File: src/rtl/spi_frame_ctrl_if.sv
// Command handshake bundle between spi_frame_ctrl (master) and game logic (slave).
interface spi_frame_ctrl_if #(
  parameter int FRAME_BYTES = 3
) ();
  logic                         cmd_valid;
  logic                         cmd_ready;
  logic [7:0]                   cmd_op;
  logic [8*(FRAME_BYTES-1)-1:0] cmd_arg;
  logic                         frame_err;

  modport master (output cmd_valid, cmd_op, cmd_arg, frame_err, input cmd_ready);
  modport slave  (input cmd_valid, cmd_op, cmd_arg, frame_err, output cmd_ready);
endinterface

File: src/rtl/spi_frame_ctrl.sv
// Oversampled SPI receiver that assembles fixed-length command frames for game logic.
// Optional status readback on sdo is enabled by defining SPI_FRAME_STATUS_EN.
//
// state   | meaning
// IDLE    | ce low, waiting for ce_rise
// RECV    | ce high, shifting bits into the frame buffer
// OVERRUN | more bytes than FRAME_BYTES arrived; wait for ce_fall
module spi_frame_ctrl #(
  parameter int FRAME_BYTES = 3,
  parameter int SYNC_STAGES = 2
) (
  input  logic clk,
  input  logic reset,
  input  logic sck,
  input  logic sdi,
  input  logic ce,
  output logic sdo,
  output logic busy,
  spi_frame_ctrl_if.master cmd
);

  localparam int FW = 8 * FRAME_BYTES;
  localparam int AW = 8 * (FRAME_BYTES - 1);
  localparam logic [3:0] FB = 4'(FRAME_BYTES);

  typedef enum logic [1:0] {IDLE, RECV, OVERRUN} state_t;

  state_t state, state_nx;

  logic [SYNC_STAGES:0]   sck_sh, ce_sh;
  logic [SYNC_STAGES-1:0] sdi_sh;
  logic sck_rise, ce_rise, ce_fall, sdi_s;

  logic [2:0]    bit_cnt, bit_nx;
  logic [3:0]    byte_cnt, byte_nx;
  logic [6:0]    shift, shift_nx;
  logic [7:0]    byte_new;
  logic [FW-1:0] fbuf, fbuf_nx;
  logic          load, err, drop, ovr;

  logic          cmd_valid;
  logic [7:0]    cmd_op;
  logic [AW-1:0] cmd_arg;
  logic          frame_err;

  assign sck_rise = sck_sh[SYNC_STAGES-1] & ~sck_sh[SYNC_STAGES];
  assign ce_rise  = ce_sh[SYNC_STAGES-1] & ~ce_sh[SYNC_STAGES];
  assign ce_fall  = ~ce_sh[SYNC_STAGES-1] & ce_sh[SYNC_STAGES];
  assign sdi_s    = sdi_sh[SYNC_STAGES-1];
  assign byte_new = {shift, sdi_s};
  assign busy     = (state != IDLE);

  always_comb begin
    state_nx = state;
    bit_nx   = bit_cnt;
    byte_nx  = byte_cnt;
    shift_nx = shift;
    fbuf_nx  = fbuf;
    load     = 1'b0;
    err      = 1'b0;
    drop     = 1'b0;
    ovr      = 1'b0;
    case (state)
      IDLE: begin
        if (ce_rise) begin
          bit_nx   = 3'd0;
          byte_nx  = 4'd0;
          state_nx = RECV;
        end
      end
      RECV: begin
        if (sck_rise) begin
          shift_nx = byte_new[6:0];
          bit_nx   = bit_cnt + 3'd1;
          if (bit_cnt == 3'd7) begin
            if (byte_cnt == FB) begin
              state_nx = OVERRUN;
              ovr      = 1'b1;
            end else begin
              for (int i = 0; i < FRAME_BYTES; i++)
                if (byte_cnt == 4'(i)) fbuf_nx[8*(FRAME_BYTES-1-i) +: 8] = byte_new;
              byte_nx = byte_cnt + 4'd1;
            end
          end
        end
        // A bit arriving in the ce_fall cycle is counted before the frame is judged.
        if (ce_fall) begin
          state_nx = IDLE;
          if (!ovr && byte_nx == FB && bit_nx == 3'd0) begin
            if (!cmd_valid || cmd.cmd_ready) begin
              load = 1'b1;
            end else begin
              err  = 1'b1;
              drop = 1'b1;
            end
          end else begin
            err = 1'b1;
          end
        end
      end
      OVERRUN: begin
        if (ce_fall) begin
          err      = 1'b1;
          state_nx = IDLE;
        end
      end
      default: state_nx = IDLE;
    endcase
  end

  always_ff @(posedge clk) begin
    if (!reset) begin
      sck_sh    <= '0;
      ce_sh     <= '0;
      sdi_sh    <= '0;
      state     <= IDLE;
      bit_cnt   <= '0;
      byte_cnt  <= '0;
      shift     <= '0;
      fbuf      <= '0;
      cmd_valid <= 1'b0;
      cmd_op    <= '0;
      cmd_arg   <= '0;
      frame_err <= 1'b0;
    end else begin
      sck_sh    <= {sck_sh[SYNC_STAGES-1:0], sck};
      ce_sh     <= {ce_sh[SYNC_STAGES-1:0], ce};
      sdi_sh    <= {sdi_sh[SYNC_STAGES-2:0], sdi};
      state     <= state_nx;
      bit_cnt   <= bit_nx;
      byte_cnt  <= byte_nx;
      shift     <= shift_nx;
      fbuf      <= fbuf_nx;
      frame_err <= err;
      if (load) begin
        cmd_valid <= 1'b1;
        cmd_op    <= fbuf_nx[FW-1 -: 8];
        cmd_arg   <= fbuf_nx[AW-1:0];
      end else if (cmd_valid && cmd.cmd_ready) begin
        cmd_valid <= 1'b0;
      end
    end
  end

  assign cmd.cmd_valid = cmd_valid;
  assign cmd.cmd_op    = cmd_op;
  assign cmd.cmd_arg   = cmd_arg;
  assign cmd.frame_err = frame_err;

`ifdef SPI_FRAME_STATUS_EN
  logic       rx_drop_seen, overrun_seen;
  logic [2:0] err_cnt;
  logic [7:0] stat_sh;
  logic       sck_fall;

  assign sck_fall = ~sck_sh[SYNC_STAGES-1] & sck_sh[SYNC_STAGES];

  always_ff @(posedge clk) begin
    if (!reset) begin
      rx_drop_seen <= 1'b0;
      overrun_seen <= 1'b0;
      err_cnt      <= '0;
      stat_sh      <= '0;
    end else begin
      if (drop) rx_drop_seen <= 1'b1;
      if (ovr)  overrun_seen <= 1'b1;
      if (err && err_cnt != 3'd7) err_cnt <= err_cnt + 3'd1;
      if (state == IDLE && ce_rise)
        stat_sh <= {cmd_valid, rx_drop_seen, overrun_seen, 2'b00, err_cnt};
      else if (sck_fall)
        stat_sh <= {stat_sh[6:0], 1'b0};
    end
  end

  assign sdo = busy & stat_sh[7];
`else
  assign sdo = 1'b0;
`endif

endmodule

File: src/flat_wrapper.sv
// flat-port wrapper written by rule: the top's interface ports become plain ports
module spi_frame_ctrl_flat 
#(
  parameter int FRAME_BYTES = 3,
  parameter int SYNC_STAGES = 2
)
  (clk, reset, sck, sdi, ce, sdo, busy, cmd_cmd_valid, cmd_cmd_op, cmd_cmd_arg, cmd_frame_err, cmd_cmd_ready);
  spi_frame_ctrl_if #(.FRAME_BYTES(FRAME_BYTES)) cmd_i ();
  input  logic clk;
  input  logic reset;
  input  logic sck;
  input  logic sdi;
  input  logic ce;
  output logic sdo;
  output logic busy;
  output wire logic [$bits(cmd_i.cmd_valid)-1:0] cmd_cmd_valid;
  output wire logic [$bits(cmd_i.cmd_op)-1:0] cmd_cmd_op;
  output wire logic [$bits(cmd_i.cmd_arg)-1:0] cmd_cmd_arg;
  output wire logic [$bits(cmd_i.frame_err)-1:0] cmd_frame_err;
  input wire logic [$bits(cmd_i.cmd_ready)-1:0] cmd_cmd_ready;
  assign cmd_cmd_valid = cmd_i.cmd_valid;
  assign cmd_cmd_op = cmd_i.cmd_op;
  assign cmd_cmd_arg = cmd_i.cmd_arg;
  assign cmd_frame_err = cmd_i.frame_err;
  assign cmd_i.cmd_ready = cmd_cmd_ready;
  spi_frame_ctrl #(.FRAME_BYTES(FRAME_BYTES), .SYNC_STAGES(SYNC_STAGES)) u_core (.clk(clk), .reset(reset), .sck(sck), .sdi(sdi), .ce(ce), .sdo(sdo), .busy(busy), .cmd(cmd_i));
endmodule
File: config.mk
export PLATFORM = sky130hd
export DESIGN_NAME = spi_frame_ctrl_flat
export DESIGN_NICKNAME = d
export VERILOG_FILES = /design/src/rtl/spi_frame_ctrl_if.sv /design/src/rtl/spi_frame_ctrl.sv /design/src/flat_wrapper.sv
export SDC_FILE = /design/constraint.sdc
export NUM_CORES = 1
export LEC_CHECK = 0
export CAP_MARGIN = 20
export CELL_PAD_IN_SITES_DETAIL_PLACEMENT = 2
export CELL_PAD_IN_SITES_GLOBAL_PLACEMENT = 2
export CORE_ASPECT_RATIO = 0.6
export CORE_MARGIN = 4
export CORE_UTILIZATION = 40
export CTS_CLUSTER_SIZE = 10
export DETAILED_ROUTE_END_ITERATION = 8
export PLACE_DENSITY = 0.82
export SYNTH_ARGS = -nofsm -noshare
export SYNTH_HDL_FRONTEND = slang
export SYNTH_SLANG_ARGS = --single-unit
File: constraint.sdc
create_clock -name clk -period 6.75 [get_ports clk]
set_input_delay 0.675 -clock clk [delete_from_list [all_inputs] [get_ports clk]]
set_output_delay 0.675 -clock clk [all_outputs]
set_load 0.1 [all_outputs]
==> results of run 1 <==
==> area by class of cell <==
| type | instances | area, µm² | share of cell area, % |
|---|---|---|---|
| repair buffers | 34 | 343 | 8.61 |
| multi-input cells | 204 | 1650 | 41.5 |
| clock buffers | 9 | 225 | 5.66 |
| well taps | 108 | 135 | 3.40 |
| clock inverters | 7 | 118 | 2.96 |
| inverters | 7 | 26.3 | 0.660 |
| flip-flops and latches | 74 | 1480 | 37.2 |
==> stage by stage <==
step           hold WS, ns  setup WS, ns  instance area, µm²
3_3_place_gp         0.414          3.88                3620
3_5_place_dp         0.422          3.80                3620
4_1_cts              0.436          3.73                3960
2_1_floorplan        0.412          4.36                3250
5_1_grt              0.458          3.59                3980
6_report             0.431          3.74                3980
==> Yosys cell counts (all sizes together) <==
cell    count
a211oi      1
a21boi     10
a21oi       4
a221oi      1
a31oi       1
a32oi       4
and2       33
and3        2
and4b       1
buf         5
clkbuf     12
conb        1
dfxtp      74
ha          9
inv         7
mux2       25
mux2i      24
nand2      11
nand2b      4
nand3       9
nand3b      3
nand4       6
nor2        4
nor2b      32
nor3        1
nor3b       2
nor4b       1
o211a       2
o211ai      1
o21ai       7
or2         1
or3         2
or4b        1
or4bb       1
==> layer usage <==
metal	vias up	global-route usage [%]
met2	34	30.0
met4	0	5.25
met3	10	6.46
met5	-	0
met1	1144	23.2
li1	1090	-
==> cells in the final DEF (no fill, tap or decap), types with 2 or more instances in the layout <==
cell             count
dfxtp_1             74
and2_1              33
nor2b_1             32
clkdlybuf4s50_1     31
mux2i_1             24
mux2_4              19
nand2_1             11
a21boi_0            10
nand3_1              9
ha_1                 9
clkbuf_16            9
inv_1                7
o21ai_0              7
mux2_2               6
nand4_1              5
nor2_1               4
a32oi_1              4
nand2b_1             4
a21oi_1              4
nand3b_1             3
bufinv_16            3
nor3b_1              2
and3_1               2
or3_1                2
o211a_1              2
clkinv_4             2
clkinv_2             2
==> worst paths after layout <==
path                                  startpoint                            endpoint  cells after the start
hold reg to reg      u_core.sdi_sh[0]$_SDFF_PN0_         u_core.sdi_sh[1]$_SDFF_PN0_                      1
setup reg to reg  u_core.bit_cnt[0]$_SDFFE_PN0P_  u_core.cmd.cmd_arg[2]$_SDFFE_PN0P_                      7
hold / removal       u_core.sdi_sh[0]$_SDFF_PN0_         u_core.sdi_sh[1]$_SDFF_PN0_                      1
setup / recovery  u_core.bit_cnt[0]$_SDFFE_PN0P_  u_core.cmd.cmd_arg[2]$_SDFFE_PN0P_                      7
==> flip-flops by register name, summed over array words and instances (netlist names) <==
register and flops:
u_core.bit_cnt 3, u_core.byte_cnt 4, u_core.ce_sh 3, u_core.cmd.cmd_arg 16, u_core.cmd.cmd_op 8, u_core.cmd.cmd_valid 1
u_core.cmd.frame_err 1, u_core.fbuf 24, u_core.sck_sh 3, u_core.sdi_sh 2, u_core.shift 7, u_core.state 2
==> report_power, final <==
group,internal (mW),leakage (nW),switching [mW],total (mW)
Combinational,0.0125,0.968,0.0233,0.0359
Sequential,0.439,0.597,0.00190,0.441
Clock,0.361,0.169,0.193,0.553
Total,0.813,1.73,0.218,1.03
==> worst max-delay path, stage by stage, from the launching register on <==
cell and delay (ns):
dfxtp_1 0.41, ha_1 0.20, ha_1 0.22, nand3b_1 0.15, or4b_4 0.53, a221oi_4 0.32, nand4_4 0.54, mux2_4 0.52
==> kinds of logic after synthesis <==
logic type,after synthesis,synth area share [%]
DFF,74,45.6
buffers and inverters,24,3.58
and+or+nand+nor,114,21.8
AOI/OAI and AO/OA,31,7.16
adders and majority gates,9,3.47
muxes,49,18.3
other,1,0.115
==> impl_results.md, run 1 <==
* Outcome: finished clean
* Routability Congestion at 0.792
* Initial antenna violation count at 0
* GRT Total Usage at 18.4%
* RSZ-0062 raised after global routing: no
* Max-slew headroom at 32.7%
* Setup-failing EPs final at 0
* Worst setup EP type: flip-flop
* Post-Route WL at 8620 µm
* Met1 Wirelength at 4130 µm
* Vias in the first global route at 2525
* Register area share after synthesis at 45.6%
* Worst EP required at 6.98 ns
* Register-to-register setup slack at 3.74 ns
* Distinct cells, synth at 37
* Io pins at 34
* Ranking of synthesized cells by area: dfxtp_1 (46%), mux2_4 (8.8%), mux2i_1 (7.4%)
* Tot Pwr at 1.03 mW
* IO buf count at 32
* Fin crit period at 3.01 ns
* Met3 wire len at 299 µm
* Via count at 2278
* Clock transition at path regs at 0.06 ns
* Clock Latency Late Sink at 0.34 ns
* LEAKAGE at 1.73 nW
* Final ANT Viol Nets at 0
* Via density at 5.14
* CTS Hold Bufs at 0
* CTS Buffer Depth at 2
* Measured slew at the worst slew-check pin at 1.01 ns
* Core Box Area at 0.00788 mm²
* Synth area leader: dfxtp_1
* Die width at 124 µm
* Wire length on met2 at 4090 µm
* Data arrival, critical path at 3.24 ns
* Final Non-Filler Cells at 443
* Final period utilization at 44.7%
* Drt pass-1 iters at 4
* Iteration-0 DRC Markers at 113
* Worst Hold Class: reg2reg
* Yosys warning count at 0
* Initial core utilization at 41.2%
* Placed Instances at 426
* P per Cell Area at 259 mW/mm²
* Die area at 0.00968 mm²
* Peak supply drop at 0.140 mV
* Fillers at 802
* Yosys top cell area share at 45.6%
* Max Cap Viol at 0
* Final nets at 345
* Post-Syn Instances at 302
* Post-Syn Area at 0.00325 mm²
* Remaining DRCs at 0
* Final HPWL DP at 5340 µm
* TritonCTS buffer count at 9
* Max Freq at 332 MHz
* Crit-path max FO at 25
* Largest net degree at the start of global routing at 75
* H-tree Lvls at 3
* ANT cells at 0
* Syn nets at 317
* CP Class: reg2reg
* Post-CTS Repair Setup Buffers at 0
* Die Height at 77.8 µm
* Remaining global-route overflow at 0
* Layout area overhead at 22.5%
* DR WL/cell at 19.5 µm
* Placement Rows at 25
* CTS root buffer: clkbuf_16
* Post-Route Utilization at 50.5%
* Syn_area_per_cell at 10.8 µm²
* Share of cells above drive strength 1 at 14.6%
* Pins Over Slew Limit at 0
* Global-route wire length before repair at 13900 µm
* #FFs+latches synth at 74
* TritonCTS clock tree: built
* Hold Fails Final Rpt at 0
* Setup TNS at 0 ns
* Clk sinks at 74
* Crit start category: flip-flop
* Top Metal Used: met4
* Clk_skew at 0.00565 ns
* Post-CTS sizing at 0
Note: power is estimated with default switching activity, not from simulation.
==> run 2: changes to the inputs <==
- CORE_UTILIZATION: 40 -> 33
- PLACE_DENSITY: 0.82 -> 0.72
- clock period: 6.75 -> 2.5 ns (I/O delays scaled with it)
==> run 2 against run 1 <==
Final cell count up 8.4%; combinational power rose to 2.8 times the previous value; critical path type unchanged; utilization down 6.4 points; first-iteration DRC count down 38%; final area up 4.0%; sequential share of layout area down 1.3 points.
==> impl_results.md, run 2 (synthesis gave the netlist of run 1 again) <==
* Die width at 136 µm (+9.4%)
* IO buf count at 32 (unchanged)
* CP Class: reg2reg
* Remaining DRCs at 0 (unchanged)
* Placement Rows at 27 (+8.0%)
* Remaining global-route overflow at 0 (unchanged)
* CTS Buffer Depth at 2 (unchanged)
* Drt pass-1 iters at 4 (unchanged)
* CTS root buffer: clkbuf_16
* Combinational Power Share at 3.6% (about the same)
* Worst Hold Class: reg2reg
* Max reg flops at 24 (unchanged)
* Most frequent cells in the layout: dfxtp_1 (70), buf_4 (40), and2_1 (33)
* Clock share of power at 53.7% (about the same)
* P per Cell Area at 673 mW/mm² (+160%)
* P_int at 2.23 mW (+170%)
* Core Box Area at 0.00939 mm² (+19%)
* Register-to-register setup slack at 0.07 ns (-3.66 ns)
* Post-Route WL at 8580 µm (-0.48%)
* Final Non-Filler Cells at 480 (+8.4%)
* Clock Latency Late Sink at 0.33 ns (about the same)
* CTS Hold Bufs at 0 (unchanged)
* Worst setup EP type: flip-flop
* Post-place setup slack at 0.0161 ns (-3.78 ns)
* Iteration-0 DRC Markers at 70 (-38%)
* TritonCTS clock tree: built
* Final period utilization at 97.0% (+52 points)
* Seq pwr share at 42.8% (about the same)
* Share of cells above drive strength 1 at 27.4% (+13 points)
* Placed Instances at 461 (+8.2%)
* CP Launch Point: u_core.bit_cnt[0]$_SDFFE_PN0P_
* Routability Congestion at 0.776 (-1.9%)
* Largest Register: u_core.fbuf
* Biggest regs: u_core.fbuf: 24 flops, u_core.cmd.cmd_arg: 16 flops, u_core.cmd.cmd_op: 8 flops
* RSZ-0062 raised after global routing: yes
* Worst EP required at 2.72 ns (-4.26 ns)
* Final HPWL DP at 5750 µm (+7.6%)
* GRT Total Usage at 15.5% (-2.9 points)
* LEAKAGE at 1.89 nW (+8.8%)
* Critical Path Max Stage Delay at 0.52 ns (-0.02 ns)
* Worst r2r dst: u_core.cmd.cmd_arg[7]$_SDFFE_PN0P_
* Largest net degree at the start of global routing at 40 (-47%)
* Max-slew headroom at 58.5% (+26 points)
* Peak supply drop at 0.374 mV (+170%)
* Clock transition at path regs at 0.06 ns (about the same)
* Outcome: finished clean
* Setup TNS at 0 ns (unchanged)
* Via density at 4.83 (-6.2%)
* Clk_skew at 0.00518 ns (-0.000461 ns)
* Final setup margin at 0.0738 ns (-3.66 ns)
* Vias in the first global route at 2515 (-0.40%)
* Slowest CP cell: or4b_4
* Crit path to: u_core.cmd.cmd_arg[7]$_SDFFE_PN0P_
* Layout area overhead at 27.4%
* Pins Over Slew Limit at 0 (unchanged)
* DR WL/cell at 17.9 µm (-8.1%)
* Max Cap Viol at 0 (unchanged)
* Initial antenna violation count at 0 (unchanged)
* Initial core utilization at 34.6% (-6.6 points)
* Crit start category: flip-flop
* Via count at 2316 (+1.7%)
* TritonCTS buffer count at 9 (unchanged)
* Crit-path max FO at 12 (-52%)
* Fin crit period at 2.43 ns (-0.589 ns)
* Die Height at 84.9 µm (+9.1%)
* Sw Pwr at 0.559 mW (+160%)
* ANT cells at 0 (unchanged)
* Clk sinks at 74 (unchanged)
* H-tree Lvls at 3 (unchanged)
* Measured slew at the worst slew-check pin at 0.622 ns (-0.384 ns)
* Hold Fails Final Rpt at 0 (unchanged)
* Global-route wire length before repair at 14000 µm (+0.50%)
* Io pins at 34 (unchanged)
* Max Freq at 412 MHz (+24%)
* Die area at 0.0116 mm² (+19%)
* Most common cell after layout, fill and taps aside: dfxtp_1
* Fillers at 990 (+23%)
* Final ANT Viol Nets at 0 (unchanged)
* Reg2Reg Launch Point: u_core.bit_cnt[0]$_SDFFE_PN0P_
* Setup-failing EPs final at 0 (unchanged)
* R2r worst-path depth at 8 (+1)
* Data arrival, critical path at 2.65 ns (-0.59 ns)
* Final nets at 360 (+4.3%)
* Worst path cell trace: ha_4, ha_4, nand3b_1, or4b_4, a221oi_4, nand4_4, clkbuf_16, mux2_4
* CP dominant cell by count: ha_4
* Switching Share at 20.1% (-1.1 points)
run 2: cell types whose count changed in the layout (fill, tap and decap cells not counted), moves of 3 or more:
cell,change
dfxtp_2,+3
buf_4,+39
dfxtp_1,-4
clkdlybuf4s50_1,-27
run 2: cell type report:
type	instances	area, µm²	area share (%)
clock inverters	4	98.8	2.39
repair buffers	49	435	10.5
clock buffers	12	246	5.95
inverters	7	26.3	0.635
multi-input cells	204	1680	40.6
well taps	130	163	3.93
flip-flops and latches	74	1490	36.0
run 2: critical path, delay by kind of cell (launching register included):
kind | cells | cell delay [ns]
buffers and inverters | 1 | 0.23
adder cells (fa/ha/maj) | 2 | 0.30
multiplexers | 1 | 0.30
AND/OR/NAND/NOR | 3 | 0.84
AO/OA/AOI/OAI | 1 | 0.29
flip-flops | 1 | 0.35
run 2: how the worst min path moves through the flow:
stage                             endpoint  cells past startpoint                   startpoint  slack [ns]
5_1_grt        u_core.sdi_sh[1]$_SDFF_PN0_                      1  u_core.sdi_sh[0]$_SDFF_PN0_        0.46
3_5_place_dp   u_core.sdi_sh[1]$_SDFF_PN0_                      1  u_core.sdi_sh[0]$_SDFF_PN0_        0.43
6_report       u_core.sdi_sh[1]$_SDFF_PN0_                      1  u_core.sdi_sh[0]$_SDFF_PN0_        0.44
2_1_floorplan   u_core.ce_sh[0]$_SDFF_PN0_                      1                           ce        0.38
4_1_cts        u_core.sdi_sh[1]$_SDFF_PN0_                      1  u_core.sdi_sh[0]$_SDFF_PN0_        0.44
3_3_place_gp   u_core.sck_sh[1]$_SDFF_PN0_                      1  u_core.sck_sh[0]$_SDFF_PN0_        0.42
run 2: per-stage QoR:
step | power, mW | hold slack (ns) | utilization (%) | instance area, µm²
6_report | 2.78 | 0.437 | 44.1 | 4140
5_1_grt | 2.90 | 0.464 | 44.1 | 4140
4_1_cts | 2.82 | 0.442 | 43.1 | 4050
3_5_place_dp | 1.32 | 0.429 | 39.4 | 3700
3_3_place_gp | 1.31 | 0.416 | 39.4 | 3700
2_1_floorplan | 1.28 | 0.377 | - | 3250
run 2: timing repair:
action,in CTS,in global routing
setup buffers,0,1
gates cloned,0,2
gates resized for setup,1,9
pin swaps,1,0
endpoints found under the setup margin,19,24
run 2: routing by layer:
metal | track usage, % | vias up | part of all wire, %
met4 | 3.84 | 0 | 0.78
met3 | 3.85 | 7 | 5.0
met2 | 22.5 | 44 | 42
li1 | - | 1124 | -
met1 | 23.0 | 1141 | 52
met5 | 0 | - | 0
run 2: power groups by stage:
| stage | clock network, mW | registers, mW | logic, mW |
|---|---|---|---|
| 2_1_floorplan | 0 | 1.22 | 0.0689 |
| 3_3_place_gp | 0 | 1.22 | 0.0973 |
| 3_5_place_dp | 0 | 1.22 | 0.0996 |
| 4_1_cts | 1.53 | 1.19 | 0.100 |
| 5_1_grt | 1.60 | 1.19 | 0.109 |
| 6_report | 1.49 | 1.19 | 0.0997 |
==> patch 1, RTL diff (flow settings as in run 2) <==
`FRAME_BYTES` is set to 3 in 3 places; all go to 6.
--- a/src/rtl/spi_frame_ctrl_if.sv
+++ b/src/rtl/spi_frame_ctrl_if.sv
@@ -2,3 +2,3 @@
 interface spi_frame_ctrl_if #(
-  parameter int FRAME_BYTES = 3
+  parameter int FRAME_BYTES = 6
 ) ();
--- a/src/rtl/spi_frame_ctrl.sv
+++ b/src/rtl/spi_frame_ctrl.sv
@@ -8,3 +8,3 @@
 module spi_frame_ctrl #(
-  parameter int FRAME_BYTES = 3,
+  parameter int FRAME_BYTES = 6,
   parameter int SYNC_STAGES = 2
--- a/src/flat_wrapper.sv
+++ b/src/flat_wrapper.sv
@@ -3,3 +3,3 @@
 #(
-  parameter int FRAME_BYTES = 3,
+  parameter int FRAME_BYTES = 6,
   parameter int SYNC_STAGES = 2
Ports: changed (resized cmd_cmd_arg); port bits go from 34 to 58. The function was not compared with the original's and may differ.
==> patch 1 against run 2 <==
Global-route usage barely moved. Worst setup slack improved by 0.046 ns. Synthesized area rose by 57%. Maximum frequency rose by 1.9%. Highest routed layer unchanged. Critical path type unchanged. Critical endpoint is now u_core.cmd.cmd_arg[31]$_SDFFE_PN0P_. Cell area rose by 54%. Largest power group unchanged. Total power rose by 56%. Largest cell class unchanged. Wire length rose by 53%. Sequential cell count rose by 48. First-iteration DRC count rose by 41%. Count of clock-buffer cells in the layout rose by 5.
==> patch 1: results (changes against run 2) <==
cells_and_area:
  fillers: 1535  # +55%
  diodes: 0  # unchanged
  top_regs: "u_core.fbuf x48, u_core.cmd.cmd_arg x40, u_core.cmd.cmd_op x8"
  drive_above_1_share_pct: 29.2  # +1.7 points
  nets: 544  # +51%
global_routing:
  first_global_vias: 3918  # +56%
  grt_max_degree: 62  # +55%
  grt_pass1_wl_mm: 21.3  # +52%
critical_path:
  cpPeakStageDelay_ns: 0.39  # -0.13 ns
  r2r_setup_slack_ns: 0.12  # +0.05 ns
  arrival_ns: 2.68  # +0.03 ns
  crit_path_max_fanout: 21  # +9
  slowest_stage: "dfxtp_1"
pwr:
  peakVddDrop_uv: 329  # -12%
  p_leak_nw: 2.66  # +41%
  p_sw_mw: 1.00  # +79%
hold_path:
  hp-class: "input pin to flop"
place:
  dpl_cell_area_um2: 5780  # +56%
  routabilityCongestion: 0.756  # -2.6%
  port_buffers: 56  # +75%
  dp_hpwl_mm: 8.73  # +52%
routing:
  wire_per_inst_um: 17.7  # -0.81%
  drtIter0Drc: 99  # +41%
synth:
  yosysUniqueCellTypes: 41  # +11%
  synth_area_leaders: "dfxtp_1 48%, mux2i_1 10%, mux2_2 8.6%"
  synth-seq-area-share_pct: 47.8  # +2.2 points
  synth.top_cells.by_count: "122 x dfxtp_1, 57 x and2_1, 54 x nor2b_1, 53 x mux2i_1, 39 x mux2_2"
  syn_nets: 484  # +53%
clock_network:
  clock_latency_ns: 0.41  # +0.08 ns
  numCtsBuffers: 17  # +8
  h-tree-depth: 4  # +1
run_status:
  outcome: "finished clean"
sta:
  slew-limit-headroom_pct: 58.3  # -0.23 points
  clock_skew_ns: 0.00788  # +0.00269 ns
## patch 1: changes by cell type after synthesis, sizes merged, moves of 3 or more
cell,change
clkbuf,+7
dfxtp,+48
a32oi,-4
nand4,-3
mux2i,+29
mux2,+23
nor4,+4
and2,+24
nor2b,+22
buf,+8
nand2,+3
## patch 1: critical path: cells and delay by family, from the launching register on
family | cells | cell delay, ns
adders and majority gates | 2 | 0.45
buffers and inverters | 2 | 0.34
DFF | 1 | 0.39
muxes | 2 | 0.43
and+or+nand+nor | 3 | 0.66
## patch 1: final cells by class
cell class | instances | area share [%]
timing repair buffer | 73 | 9.29
inverter | 8 | 0.470
sequential | 122 | 38.3
clock inverter | 15 | 2.02
tap | 198 | 3.88
multi-input combinational | 307 | 39.4
clock buffer | 17 | 6.66
## patch 1: repair_timing
action,CTS,global route
setup endpoints to repair,28,48
endpoints found under the hold margin,0,0
setup buffers,0,1
pin swaps,0,2
gates resized for setup,2,8
## patch 1: final timing paths
kind,startpoint,end,depth (start not counted)
max,u_core.bit_cnt[0]$_SDFFE_PN0P_,u_core.cmd.cmd_arg[31]$_SDFFE_PN0P_,9
min,reset,u_core.byte_cnt[3]$_SDFFE_PN0P_,2
max reg2reg,u_core.bit_cnt[0]$_SDFFE_PN0P_,u_core.cmd.cmd_arg[31]$_SDFFE_PN0P_,9
min reg2reg,u_core.sdi_sh[0]$_SDFF_PN0_,u_core.sdi_sh[1]$_SDFF_PN0_,1
## patch 1: cell families after synthesis
logic type | Yosys count | share of synthesized area [%]
xor+xnor | 1 | 0.171
flops | 122 | 47.8
fa+ha+maj | 9 | 2.20
other cells | 1 | 0.0733
mux | 101 | 21.6
buf+inv | 40 | 3.40
simple gates | 159 | 20.1
compound gates | 36 | 4.72
## patch 1: power groups by stage
stage | Combinational, mW | Clock, mW | Sequential [mW]
2_1_floorplan | 0.0709 | 0 | 2.00
3_3_place_gp | 0.0982 | 0 | 2.00
3_5_place_dp | 0.100 | 0 | 2.00
4_1_cts | 0.101 | 2.35 | 1.96
5_1_grt | 0.109 | 2.47 | 1.96
6_report | 0.0995 | 2.29 | 1.96
## patch 1: routing by layer
metal | GRT usage, % | vias up | part of all wire (%)
li1 | - | 1703 | -
met3 | 4.63 | 14 | 3.8
met1 | 20.5 | 1731 | 50
met5 | 0 | - | 0
met2 | 24.6 | 59 | 45
met4 | 4.17 | 0 | 0.89
## patch 1: through the flow
step                      std cells  total power [mW]  setup slack [ns]  hold slack [ns]  utilization [%]
after global routing            740              4.53           0.00805            0.427             43.0
after detailed placement        707              2.10            0.0124            0.422             38.9
after global placement          707              2.10            0.0882            0.418             38.9
after CTS                       739              4.41            0.0172            0.401             42.7
after floorplan                 469              2.07             0.113            0.377                -
final                           740              4.35             0.120            0.408             43.0
==> patch 2, RTL diff (flow settings as in run 2) <==
Made on the original files. Encoding of `state_t`: now one-hot (3 bits for 3 states).
--- a/src/rtl/spi_frame_ctrl.sv
+++ b/src/rtl/spi_frame_ctrl.sv
@@ -25,3 +25,3 @@
 
-  typedef enum logic [1:0] {IDLE, RECV, OVERRUN} state_t;
+  typedef enum logic [2:0] {IDLE = 3'b001, RECV = 3'b010, OVERRUN = 3'b100} state_t;
 
Behaviour: no difference found for any inputs over 10 cycles, from zero or initial values and one cycle with reset low; not proved beyond that.
==> patch 2 against run 2 <==
The flow now finishes with violations (setup timing). Worst hold slack improved by 0.0014 ns. Synthesized area decreased by 10%. Synthesized cell count decreased by 1.7%. Wire length increased by 11%. Cell area decreased by 1.7%. Via count increased by 3.9%. Worst setup slack got worse by 0.12 ns. Sequential cell count increased by 1. Total power decreased by 4.1%. Combinational power decreased by 37%.
==> patch 2: results (changes against run 2) <==
run_status:
  outcome: "finished, violations left"
  violations: "setup timing"
synth:
  syn_inst: 297  # -1.7%
  syn_nets: 309  # -2.5%
  synth.top_cells.by_count: "75 x dfxtp_1, 47 x nand2_1, 38 x nor2_1, 24 x mux2i_1, 17 x o22ai_2"
  synth-seq-area-share_pct: 51.6  # +6.0 points
  yosysUniqueCellTypes: 40  # +8.1%
cells_and_area:
  drive_above_1_share_pct: 33.0  # +5.5 points
  nets: 368  # +2.2%
pwr:
  p_sw_mw: 0.550  # -1.5%
  seq_power_share_pct: 45.1  # +2.3 points
  p_leak_nw: 1.68  # -11%
  clkPwrFrac_pct: 52.5  # -1.2 points
  peakVddDrop_uv: 326  # -13%
  cellPowerDensity_nw_per_um2: 657  # -2.4%
sta:
  final-setup-viol-count: 21  # +21
  clock_skew_ns: 0.00554  # +0.000353 ns
  layout_setup_ws_ns: -0.0466  # -0.120 ns
  fin_tns_setup_ns: -0.641  # -0.641 ns
global_routing:
  first_global_vias: 2532  # +0.68%
  track_usage_pct: 18.3  # +2.7 points
  grt_pass1_wl_mm: 14.2  # +1.3%
  grt_max_degree: 42  # +5.0%
critical_path:
  cpPeakStageDelay_ns: 0.59  # +0.07 ns
  arrival_ns: 2.81  # +0.16 ns
  r2r_cells: 7  # -1
routing:
  drtIter0Drc: 142  # +100%
place:
  dpl_cell_area_um2: 3460  # -6.6%
  dp_hpwl_mm: 5.62  # -2.1%
  routabilityCongestion: 0.806  # +3.8%
  dp_slack_ns: -0.0862  # -0.102 ns
clock_network:
  postCtsSetupBuffers: 3  # +3
  cts_resized: 11  # +10
  numCtsBuffers: 9  # unchanged
==> patch 2: cell types whose count changed after synthesis, sizes merged, moves of 7 or more <==
cell / delta
a21oi: +8
nor2b: -27
mux2: -25
nand2: +36
nor2: +34
o22ai: +24
and2: -25
a21boi: -10
nand3: -7
==> patch 2: path summary, 6_finish.rpt <==
check	from	endpoint	slack, ns
worst max-delay path	u_core.bit_cnt[1]$_SDFFE_PN0P_	u_core.cmd.cmd_op[3]$_SDFFE_PN0P_	-0.05
worst min-delay path	u_core.sdi_sh[0]$_SDFF_PN0_	u_core.sdi_sh[1]$_SDFF_PN0_	0.44
worst max register to register	u_core.bit_cnt[1]$_SDFFE_PN0P_	u_core.cmd.cmd_op[3]$_SDFFE_PN0P_	-0.05
worst min register to register	u_core.sdi_sh[0]$_SDFF_PN0_	u_core.sdi_sh[1]$_SDFF_PN0_	0.44
==> patch 2: cells by family after synthesis <==
logic type,count (synthesis),share of synthesized area (%)
flops,75,51.6
simple gates,119,19.3
fa+ha+maj,6,2.58
buf+inv,21,3.48
mux,24,8.26
other cells,1,0.129
compound gates,51,14.6
==> patch 2: final cells by class <==
| type | instances | area, um2 |
|---|---|---|
| clock inverters | 4 | 73.8 |
| fillers | 887 | 4490 |
| multi-input cells | 201 | 1480 |
| inverters | 5 | 18.8 |
| well taps | 112 | 140 |
| flip-flops and latches | 75 | 1510 |
| repair buffers | 64 | 604 |
| clock buffers | 12 | 246 |
==> patch 2: metal layers <==
| layer | wire length [um] | GRT usage [%] | up-vias | part of all wire [%] |
|---|---|---|---|---|
| li1 | - | - | 1143 | - |
| met3 | 447 | 6.51 | 4 | 4.7 |
| met5 | 0 | 0 | - | 0 |
| met2 | 4230 | 27.5 | 47 | 44 |
| met1 | 4810 | 25.2 | 1213 | 50 |
| met4 | 39 | 3.77 | 0 | 0.41 |
